$ cat src/rtl/serial_subtractor_if.sv
// serial_subtractor_if: start/busy/done handshake and operand/result bus for
// the bit-serial subtractor. The ovf signal exists only when
// SERIAL_SUB_OVF_EN is defined.
interface serial_subtractor_if #(
    parameter int WIDTH = 8
);
    logic             start;
    logic [WIDTH-1:0] a;
    logic [WIDTH-1:0] b;
    logic             bin;
    logic             busy;
    logic             done;
    logic [WIDTH-1:0] diff;
    logic             bout;
`ifdef SERIAL_SUB_OVF_EN
    logic             ovf;

    modport master (output start, a, b, bin, input busy, done, diff, bout, ovf);
    modport slave  (input start, a, b, bin, output busy, done, diff, bout, ovf);
`else
    modport master (output start, a, b, bin, input busy, done, diff, bout);
    modport slave  (input start, a, b, bin, output busy, done, diff, bout);
`endif
endinterface

$ cat src/rtl/serial_subtractor.sv
// serial_subtractor: bit-serial two's-complement a - b - bin, LSB first, one
// full-subtractor step per clock with a registered borrow. Result, borrow-out
// (and signed overflow when SERIAL_SUB_OVF_EN is defined) update only on the
// final step and are held until the next operation completes.
module serial_subtractor #(
    parameter int WIDTH = 8
) (
    input  logic               clk,
    input  logic               rst_n,
    serial_subtractor_if.slave bus
);
    localparam int CW = $clog2(WIDTH);

    typedef enum logic {IDLE, SHIFT} state_t;

    state_t           state, state_nxt;
    logic [WIDTH-1:0] a_sh, b_sh, r_sh, r_nxt;
    logic             br;
    logic [CW-1:0]    cnt;
    logic             last;
    logic             x, y, d, br_nxt;

    logic [WIDTH-1:0] diff_q;
    logic             bout_q;
    logic             done_q;
`ifdef SERIAL_SUB_OVF_EN
    logic             ovf_q;
`endif

    // Full-subtractor cell on the current LSBs and the stored borrow.
    assign x      = a_sh[0];
    assign y      = b_sh[0];
    assign d      = x ^ y ^ br;
    assign br_nxt = (~x & y) | (~(x ^ y) & br);
    assign last   = (cnt == CW'(WIDTH - 1));
    // New difference bit enters at the MSB; after WIDTH steps the word is aligned.
    assign r_nxt  = WIDTH'({d, r_sh} >> 1);

    // State register.
    always_ff @(posedge clk or negedge rst_n) begin
        if (!rst_n) state <= IDLE;
        else        state <= state_nxt;
    end

    // Next state: start is only looked at while idle, so requests during SHIFT drop.
    always_comb begin
        state_nxt = state;
        case (state)
            IDLE:    if (bus.start) state_nxt = SHIFT;
            SHIFT:   if (last)      state_nxt = IDLE;
            default: state_nxt = IDLE;
        endcase
    end

    // Datapath: load on accept, shift each SHIFT cycle, publish on the final step.
    always_ff @(posedge clk or negedge rst_n) begin
        if (!rst_n) begin
            a_sh   <= '0;
            b_sh   <= '0;
            r_sh   <= '0;
            br     <= 1'b0;
            cnt    <= '0;
            diff_q <= '0;
            bout_q <= 1'b0;
            done_q <= 1'b0;
`ifdef SERIAL_SUB_OVF_EN
            ovf_q  <= 1'b0;
`endif
        end else begin
            done_q <= 1'b0;
            case (state)
                IDLE: begin
                    if (bus.start) begin
                        a_sh <= bus.a;
                        b_sh <= bus.b;
                        br   <= bus.bin;
                        r_sh <= '0;
                        cnt  <= '0;
                    end
                end
                SHIFT: begin
                    a_sh <= a_sh >> 1;
                    b_sh <= b_sh >> 1;
                    r_sh <= r_nxt;
                    br   <= br_nxt;
                    cnt  <= cnt + 1'b1;
                    if (last) begin
                        diff_q <= r_nxt;
                        bout_q <= br_nxt;
                        done_q <= 1'b1;
`ifdef SERIAL_SUB_OVF_EN
                        // Operand signs differ and result sign differs from a.
                        ovf_q  <= (x ^ y) & (d ^ x);
`endif
                    end
                end
                default: ;
            endcase
        end
    end

    assign bus.busy = (state == SHIFT);
    assign bus.done = done_q;
    assign bus.diff = diff_q;
    assign bus.bout = bout_q;
`ifdef SERIAL_SUB_OVF_EN
    assign bus.ovf  = ovf_q;
`endif
endmodule
$ cat src/flat_wrapper.sv
// flat-port wrapper written by rule: the top's interface ports become plain ports
module serial_subtractor_flat 
#(
    parameter int WIDTH = 8
)
  (clk, rst_n, bus_start, bus_a, bus_b, bus_bin, bus_busy, bus_done, bus_diff, bus_bout);
  serial_subtractor_if #(.WIDTH(WIDTH)) bus_i ();
  input  logic clk;
  input  logic rst_n;
  input wire logic [$bits(bus_i.start)-1:0] bus_start;
  input wire logic [$bits(bus_i.a)-1:0] bus_a;
  input wire logic [$bits(bus_i.b)-1:0] bus_b;
  input wire logic [$bits(bus_i.bin)-1:0] bus_bin;
  output wire logic [$bits(bus_i.busy)-1:0] bus_busy;
  output wire logic [$bits(bus_i.done)-1:0] bus_done;
  output wire logic [$bits(bus_i.diff)-1:0] bus_diff;
  output wire logic [$bits(bus_i.bout)-1:0] bus_bout;
  assign bus_i.start = bus_start;
  assign bus_i.a = bus_a;
  assign bus_i.b = bus_b;
  assign bus_i.bin = bus_bin;
  assign bus_busy = bus_i.busy;
  assign bus_done = bus_i.done;
  assign bus_diff = bus_i.diff;
  assign bus_bout = bus_i.bout;
  serial_subtractor #(.WIDTH(WIDTH)) u_core (.clk(clk), .rst_n(rst_n), .bus(bus_i));
endmodule
$ cat config.mk
export PLATFORM = sky130hd
export DESIGN_NAME = serial_subtractor_flat
export DESIGN_NICKNAME = d
export VERILOG_FILES = /design/src/rtl/serial_subtractor_if.sv /design/src/rtl/serial_subtractor.sv /design/src/flat_wrapper.sv
export SDC_FILE = /design/constraint.sdc
export NUM_CORES = 1
export LEC_CHECK = 0
export ABC_CLOCK_PERIOD_IN_PS = 1450
export CORE_MARGIN = 3
export CORE_UTILIZATION = 46
export DETAILED_ROUTE_END_ITERATION = 10
export PLACE_DENSITY = 0.81
export SYNTH_ARGS = -nofsm -noshare
export SYNTH_HDL_FRONTEND = slang
export SYNTH_SLANG_ARGS = --single-unit
$ cat constraint.sdc
create_clock -name clk -period 1.45 [get_ports clk]
set_clock_uncertainty 0.2 [all_clocks]
set_input_delay 0.2175 -clock clk [delete_from_list [all_inputs] [get_ports clk]]
set_output_delay 0.2175 -clock clk [all_outputs]
set_load 0.01 [all_outputs]
==> metrics <==
gr usage total=15.16%; Max-Cap Viols=0; Die Ht=65.65 um; final worst path period share=102.5%; 1st-iter DRT viols=51; hpwl dp=roughly 2100 um; Die Area=4309 um^2; FP Rows=21; EDFF count, synth=0; sequential-to-total area share from yosys stat=58.10%; fraction of registers with async set/reset=100.0%; CP arrival=1.52 ns; TritonRoute pass-1 iters=4; vias per cell=about 5.0; area grow syn2layout=36.54%; total number of vias=1129; Root Buffer=clkbuf_4; Final WS setup=-0.03644 ns; RSZ-0062 raised after global routing=yes; worst-skew pair later-pin latency=0.34 ns; Synth area leaders=dfrtp_1, mux2i_1, mux2_4; post-synth cell types=17; VDD IR max=673.2 uV; Max Slew Vio Count=0; final WL=2965 um; relative slew slack=just under 70%; RePlAce Congestion=roughly 0.77; HP Class=input port to async pin; slowest stage cell, crit path=dfrtp_1; layout cells sized above 1=23.63%; # DRC=0; pwr dens=1917 nW/um^2; initial antenna violation count=0; fin area=approximately 2200 um^2; WHS=0.2477 ns; first-pass GRT wire length=4885 um; CP Capture Type=flop; syn nets=150; Fmax achieved=around 670 MHz; Slew @ Worst Pin=0.4607 ns; Synth area leader=dfrtp_1; status=finished with violations; largest net degree at the start of global routing=39; Synth Flop Type=dfrtp_1; violated checks=negative setup slack; grt ovf=0; P_leak=0.001096 uW; crit path max fanout=5; Post-Syn Instances=127; H-tree levels=2; wire per inst=13.00 um; vias in the first global route=1098; Yosys reg bits=38; Layout Nets=204; # diodes=0; Yosys warning total=0; Filler Cell Count=278; post-synthesis instance area=1637 um^2; CP Launch Type=flop; delay-heaviest family, CP=flip-flops; Synth Area per Inst=roughly 13 um^2; top-area cell type share of the netlist area=58.10%; WP data required=1.48 ns; initial core utilization=about half; Core Region=between 3000 and 4000 um^2; Final setup viols=8; Tmin final=1.486 ns; CTS tree=built; Num CTS Buffers=5; die span in x=65.65 um; crit path cell chain=ha_2, ha_4, nand2_8, mux2_4; top cells by count, synth=dfrtp_1, mux2i_1, nand2_1, o21ai_1, mux2_4; final hold viol count=0; most frequent cell after synthesis=dfrtp_1; WS Path Type=flop to flop; area of placed instances=2041 um^2; # port buffers=30; total power=4284 uW; Buf+Inv Stages, Crit Path=0; critical path's largest stage delay=around 0.40 ns; Top-Level Pins=31; Clock Sink Count=38; Post-DRT Antenna Nets=0; CTS Buffer Depth=2; CTS clk-pin slew, worst paths=0.11 ns
## stage by stage
step	setup slack, ns	util [%]	TNS (ns)	std cells
after floorplan	0.001796	-	0	127
after global placement	-0.07103	60.21	-1.600	203
after detailed placement	-0.1382	60.21	-2.633	203
after CTS	-0.05062	64.75	-0.3164	224
after global routing	-0.08305	65.93	-0.7359	228
final	-0.03644	65.93	-0.2611	228
## kinds of logic (layout without fill, tap and decap cells)
| kind of cell | after synthesis | count (layout) | synth area share [%] |
|---|---|---|---|
| flops | 38 | 38 | 58.10 |
| simple gates | 23 | 24 | 6.652 |
| mux | 28 | 28 | 19.57 |
| compound gates | 24 | 24 | 8.945 |
| buf+inv | 11 | 65 | 3.975 |
| fa+ha+maj | 3 | 3 | 2.752 |
## registers in the layout, indices dropped and copies added, names as in the netlist
register,cells
u_core.bus.diff,8
u_core.cnt,3
u_core.a_sh,8
u_core.b_sh,8
u_core.bus.bout,1
u_core.br,1
u_core.bus.done,1
u_core.r_sh,7
u_core.bus.busy,1
## repair_timing
item	in CTS	in global routing
gates resized for setup	14	8
hold buffers	1	0
setup buffers	11	4
hold endpoints to repair	38	0
endpoints found under the setup margin	20	22
cloned	1	0
pin swaps	3	1
## power by group
part           internal [uW]  switching, uW
Combinational           1160            795
Clock                    235            325
Sequential              1510            264
## layout make-up
class | instances | area (um^2) | share of cell area, %
Multi-Input combinational cell | 79 | 655.6 | 29.34
Clock inverter | 1 | 5.005 | 0.2240
Inverter | 4 | 15.01 | 0.6719
Tap cell | 46 | 57.56 | 2.576
Clock buffer | 7 | 55.05 | 2.464
Timing Repair Buffer | 53 | 495.5 | 22.17
Sequential cell | 38 | 950.9 | 42.55
## worst paths after layout
path / cells past startpoint / start / slack (ns) / endpoint
setup reg to reg: 4 / u_core.cnt[1] / -0.04 / u_core.bus.diff[4]
setup / recovery: 4 / u_core.cnt[1] / -0.04 / u_core.bus.diff[4]
max in group asynchronous: 3 / rst_n / 0.47 / u_core.br
hold / removal: 3 / rst_n / 0.25 / u_core.cnt[1]
hold reg to reg: 2 / u_core.b_sh[1] / 0.30 / u_core.b_sh[0]
min in group clk: 3 / bus_b[7] / 0.29 / u_core.b_sh[7]
## cells in the final DEF (no fill, tap or decap), drive strengths merged
cell / n
dfrtp: 38
buf: 23
mux2i: 20
clkdlybuf4s50: 18
nand2: 18
o21ai: 16
clkdlybuf4s15: 11
mux2: 8
a22o: 7
clkbuf: 7
inv: 4
nand2b: 3
nor2: 3
ha: 2
a21oi: 1
fa: 1
clkinv: 1
dlygate4sd3: 1
## worst reg2reg max path: stages, from the launching register on
cell and delay (ns):
dfrtp_1 0.40, ha_2 0.20, ha_4 0.19, nand2_8 0.09, mux2_4 0.30
## layer usage
metal | up-vias | wire length (um) | global-route usage, %
met1 | 545 | 1243 | 16.74
met4 | 0 | 51 | 6.218
met5 | - | 0 | 0
met2 | 30 | 1503 | 26.28
li1 | 547 | - | -
met3 | 7 | 166 | 5.299
Power figures use the tool's default switching activity.
==> RTL change 1 (config.mk and constraints unchanged) <==
Reset style: synchronous (`rst_n`), changed in 2 clocked blocks.
--- a/src/rtl/serial_subtractor.sv
+++ b/src/rtl/serial_subtractor.sv
@@ -39,3 +39,3 @@
     // State register.
-    always_ff @(posedge clk or negedge rst_n) begin
+    always_ff @(posedge clk) begin
         if (!rst_n) state <= IDLE;
@@ -55,3 +55,3 @@
     // Datapath: load on accept, shift each SHIFT cycle, publish on the final step.
-    always_ff @(posedge clk or negedge rst_n) begin
+    always_ff @(posedge clk) begin
         if (!rst_n) begin
Check against the original RTL: differs if rst_n is asserted again (counterexample within 4 cycles, from zero or initial values and one cycle with rst_n low); with rst_n held inactive, the same outputs for 10 cycles.
==> RTL change 1 against the unedited design <==
Worst hold slack gained 0.027 ns; area after synthesis grew 2.1%; final area shrank 2.0%; routed wire length grew 12%; setup slack gained 0.070 ns; critical path depth grew 1; sequential cell count is the same.
Power is not compared: it rests on default switching activity, and its combinational part moved more than twofold at a synthesized area within 25%.
==> RTL change 1: results (changes against the unedited design) <==
hp-class: "register to register"
multi_input_cells: 112  # +42%
clockNetworkAreaShare_pct: 2.343  # -0.34 points
use_met1_pct: 19.85  # +3.1 points
setup.worst_path.end: "u_core.bus.diff[2]$_SDFFE_PN0P_"
pre_cts_slack_ns: -0.2086  # -0.07037 ns
met1_length_um: 1539  # +24%
grt_pass1_wl_um: 5271  # +7.9%
critPathMaxStageDelay_ns: 0.35  # -0.05 ns
cpMaxStageDelayCell: "dfxtp_2"
synthAdderAreaFrac_pct: 2.695  # -0.058 points
synth_compound_area_share_pct: 18.56  # +9.6 points
dp_hpwl_um: 2169  # +4.3%
synth.distinct_cells: 25  # +8
multi_input_area_share_pct: 39.94  # +11 points
arrival_ns: 1.50  # -0.02 ns
route.met2.wl_um: 1539  # +2.4%
grt.met3_usage_pct: 4.252  # -1.0 points
synthMuxAreaShare_pct: 10.18  # -9.4 points
ys_top_cells_by_count: "38 x dfxtp_1, 19 x a21oi_1, 17 x mux2i_1"
critical_path.startpoint: "u_core.cnt[0]$_SDFFE_PN0P_"
num-nonclk-buffers: 42  # -21%
fmax_mhz: 706.2  # +5.0%
status: "complete, no violations"
place_congestion: 0.7647  # -0.10%
synthCells: 169  # +33%
nets: 226  # +11%
reg2regPathDepth: 5  # +1
syn_nets: 192  # +28%
globalRouteMet2Util_pct: 24.66  # -1.6 points
buffer_area_share_pct: 19.26  # -2.9 points
synth_top_area_share_pct: 45.51  # -13 points
[RTL change 1: repair_timing]
item | 4_1_cts | 5_1_grt
pin swaps | 0 | 4
endpoints found under the setup margin | 20 | 12
resized for setup | 18 | 18
buffers inserted | 0 | 0
cloned | 0 | 1
[RTL change 1: per-stage QoR]
step	TNS (ns)	cell area [µm²]	hold WS, ns	util (%)	power, µW
2_1_floorplan	0	1673	0.1559	-	1302
6_report	0	2190	0.2745	64.10	1935
3_5_place_dp	-4.025	2061	0.2592	60.33	1414
3_3_place_gp	-3.297	2061	0.2527	60.33	1401
5_1_grt	-0.02579	2190	0.3061	64.10	2024
4_1_cts	0	2113	0.2759	61.87	1933
[RTL change 1: kinds of logic (layout without fill, tap and decap cells)]
group                      after synthesis  count (layout)
buffers and inverters                   19              52
adders and majority gates                3               3
muxes                                   17              17
AOI/OAI and AO/OA                       45              45
and+or+nand+nor                         47              47
DFF                                     38              38
==> RTL change 2 (same flow settings) <==
Without the edit above. `WIDTH` is set to 8 in 3 places; all go to 32.
--- a/src/rtl/serial_subtractor_if.sv
+++ b/src/rtl/serial_subtractor_if.sv
@@ -4,3 +4,3 @@
 interface serial_subtractor_if #(
-    parameter int WIDTH = 8
+    parameter int WIDTH = 32
 );
--- a/src/rtl/serial_subtractor.sv
+++ b/src/rtl/serial_subtractor.sv
@@ -5,3 +5,3 @@
 module serial_subtractor #(
-    parameter int WIDTH = 8
+    parameter int WIDTH = 32
 ) (
--- a/src/flat_wrapper.sv
+++ b/src/flat_wrapper.sv
@@ -3,3 +3,3 @@
 #(
-    parameter int WIDTH = 8
+    parameter int WIDTH = 32
 )
Interface: changed (resized bus_a, bus_b and bus_diff); port bits go from 31 to 103. No check against the original RTL was run, so the function may have changed too.
==> RTL change 2 against the unedited design <==
The run still ends with setup timing left; die area rose to 3.3 times the old value; sequential cell count is 98 higher; final area grew to 3.9 times the old value; setup slack lost 0.39 ns; area after synthesis grew to 3.6 times the old value; power grew to 3.9 times the old value; sequential share of layout area down 3.1 points; critical path depth is 2 higher; routed wire length rose to 4.9 times the old value; largest power group is now sequential cells; highest routed layer unchanged.
==> RTL change 2: results (changes against the unedited design) <==
fin_ws_ns: -0.4243  # -0.3878 ns
routed_wl_um: 14660  # +390%
grt_start_max_net_pins: 63  # +62%
synthMuxAreaShare_pct: 17.19  # -2.4 points
clock_tree.buffer_depth: 2  # unchanged
critPathMaxFanout: 6  # +1
setup_violations: 60  # +52
synthAdderAreaFrac_pct: 0.7660  # -2.0 points
grt.total_usage_pct: 18.30  # +3.1 points
drive_above_1_share_pct: 34.21  # +11 points
peakVddDrop_uv: 1032  # +53%
synth.distinct_cells: 28  # +11
port_buffers: 102  # +240%
synth_compound_area_share_pct: 8.787  # -0.16 points
vias: 4373  # +290%
drt_first_iter_violations: 255  # +400%
status: "finished with violations"
grt_pass1_vias: 4203  # +280%
arrival_ns: 1.97  # +0.45 ns
synth_area_um2: 5881  # +260%
power_leakage_uw: 0.004250  # +290%
regToRegSetupSlack_ns: -0.42  # -0.39 ns
intPower_uw: 11310  # +290%
fillers: 815  # +190%
dp_hpwl_um: 7937  # +280%
violations: "setup timing"
rr_endpoint: "u_core.bus.diff[0]$_DFFE_PN0P_"
reg2regPathDepth: 6  # +2
place_congestion: 0.7252  # -5.3%
fin_setup_tns_ns: -14.10  # -13.84 ns
insertion_delay_ns: 0.41  # +0.07 ns
syn_nets: 583  # +290%
cts-root-buf: "clkbuf_16"
nets: 739  # +260%
ys_top_cells_by_count: "136 x dfrtp_1, 94 x nand2_1, 75 x o21ai_0"
[RTL change 2: changes by cell type in the layout (fill, tap and decap cells not counted), moves of 24 or more]
| cell | change |
|---|---|
| o21ai_1 | +40 |
| buf_2 | +30 |
| clkdlybuf4s50_1 | +47 |
| clkbuf_16 | +25 |
| dfrtp_1 | +96 |
| nand2_1 | +51 |
| nand2_2 | +24 |
| mux2i_1 | +45 |
[RTL change 2: cell type report]
cell class | count | area, µm² | area share (%)
clock buffers | 19 | 442.9 | 5.121
multi-input cells | 337 | 2564 | 29.64
repair buffers | 173 | 1859 | 21.50
flip-flops and latches | 136 | 3408 | 39.40
well taps | 168 | 210.2 | 2.430
inverters | 3 | 11.26 | 0.1302
clock inverters | 13 | 153.9 | 1.779
[RTL change 2: what timing repair did]
action	4_1_cts	5_1_grt
hold buffers	1	0
endpoints found under the setup margin	79	109
hold endpoints to repair	136	0
setup buffers	20	8
resized for setup	163	120
gates cloned	2	11
pin swaps	3	8
[RTL change 2: layer usage]
| metal | part of all wire [%] | GRT usage, % |
|---|---|---|
| met5 | 0 | 0 |
| met3 | 4.5 | 5.651 |
| met2 | 53 | 29.18 |
| met1 | 42 | 24.31 |
| met4 | 0.91 | 5.069 |
[RTL change 2: power by group through the flow]
| stage | combinational, µW | clock [µW] | sequential (µW) |
|---|---|---|---|
| 2_1_floorplan | 2570 | 0 | 6260 |
| 3_3_place_gp | 4210 | 0 | 6270 |
| 3_5_place_dp | 4430 | 0 | 6360 |
| 4_1_cts | 4780 | 4410 | 6290 |
| 5_1_grt | 6210 | 4590 | 6610 |
| 6_report | 5700 | 4360 | 6460 |
[RTL change 2: metrics by stage]
stage | hold WS, ns | instances
after floorplan | -0.2781 | 512
after global placement | -0.1004 | 775
after detailed placement | -0.09552 | 775
after CTS | 0.03950 | 830
after global routing | 0.05523 | 849
final | 0.04753 | 849
[RTL change 2: worst max path at each step]
| stage | start | end | slack [ns] | cells past startpoint |
|---|---|---|---|---|
| floorplan | u_core.cnt[0]$_DFFE_PN0P_ | u_core.bus.diff[10]$_DFFE_PN0P_ | -0.30 | 6 |
| global placement | u_core.cnt[1]$_DFFE_PN0P_ | u_core.bus.diff[8]$_DFFE_PN0P_ | -0.31 | 6 |
| detailed placement | u_core.cnt[1]$_DFFE_PN0P_ | u_core.bus.diff[13]$_DFFE_PN0P_ | -0.36 | 6 |
| CTS | u_core.cnt[1]$_DFFE_PN0P_ | u_core.bus.diff[10]$_DFFE_PN0P_ | -0.38 | 6 |
| global route | u_core.cnt[0]$_DFFE_PN0P_ | u_core.bus.diff[12]$_DFFE_PN0P_ | -0.44 | 6 |
| finish | u_core.cnt[1]$_DFFE_PN0P_ | u_core.bus.diff[0]$_DFFE_PN0P_ | -0.42 | 6 |
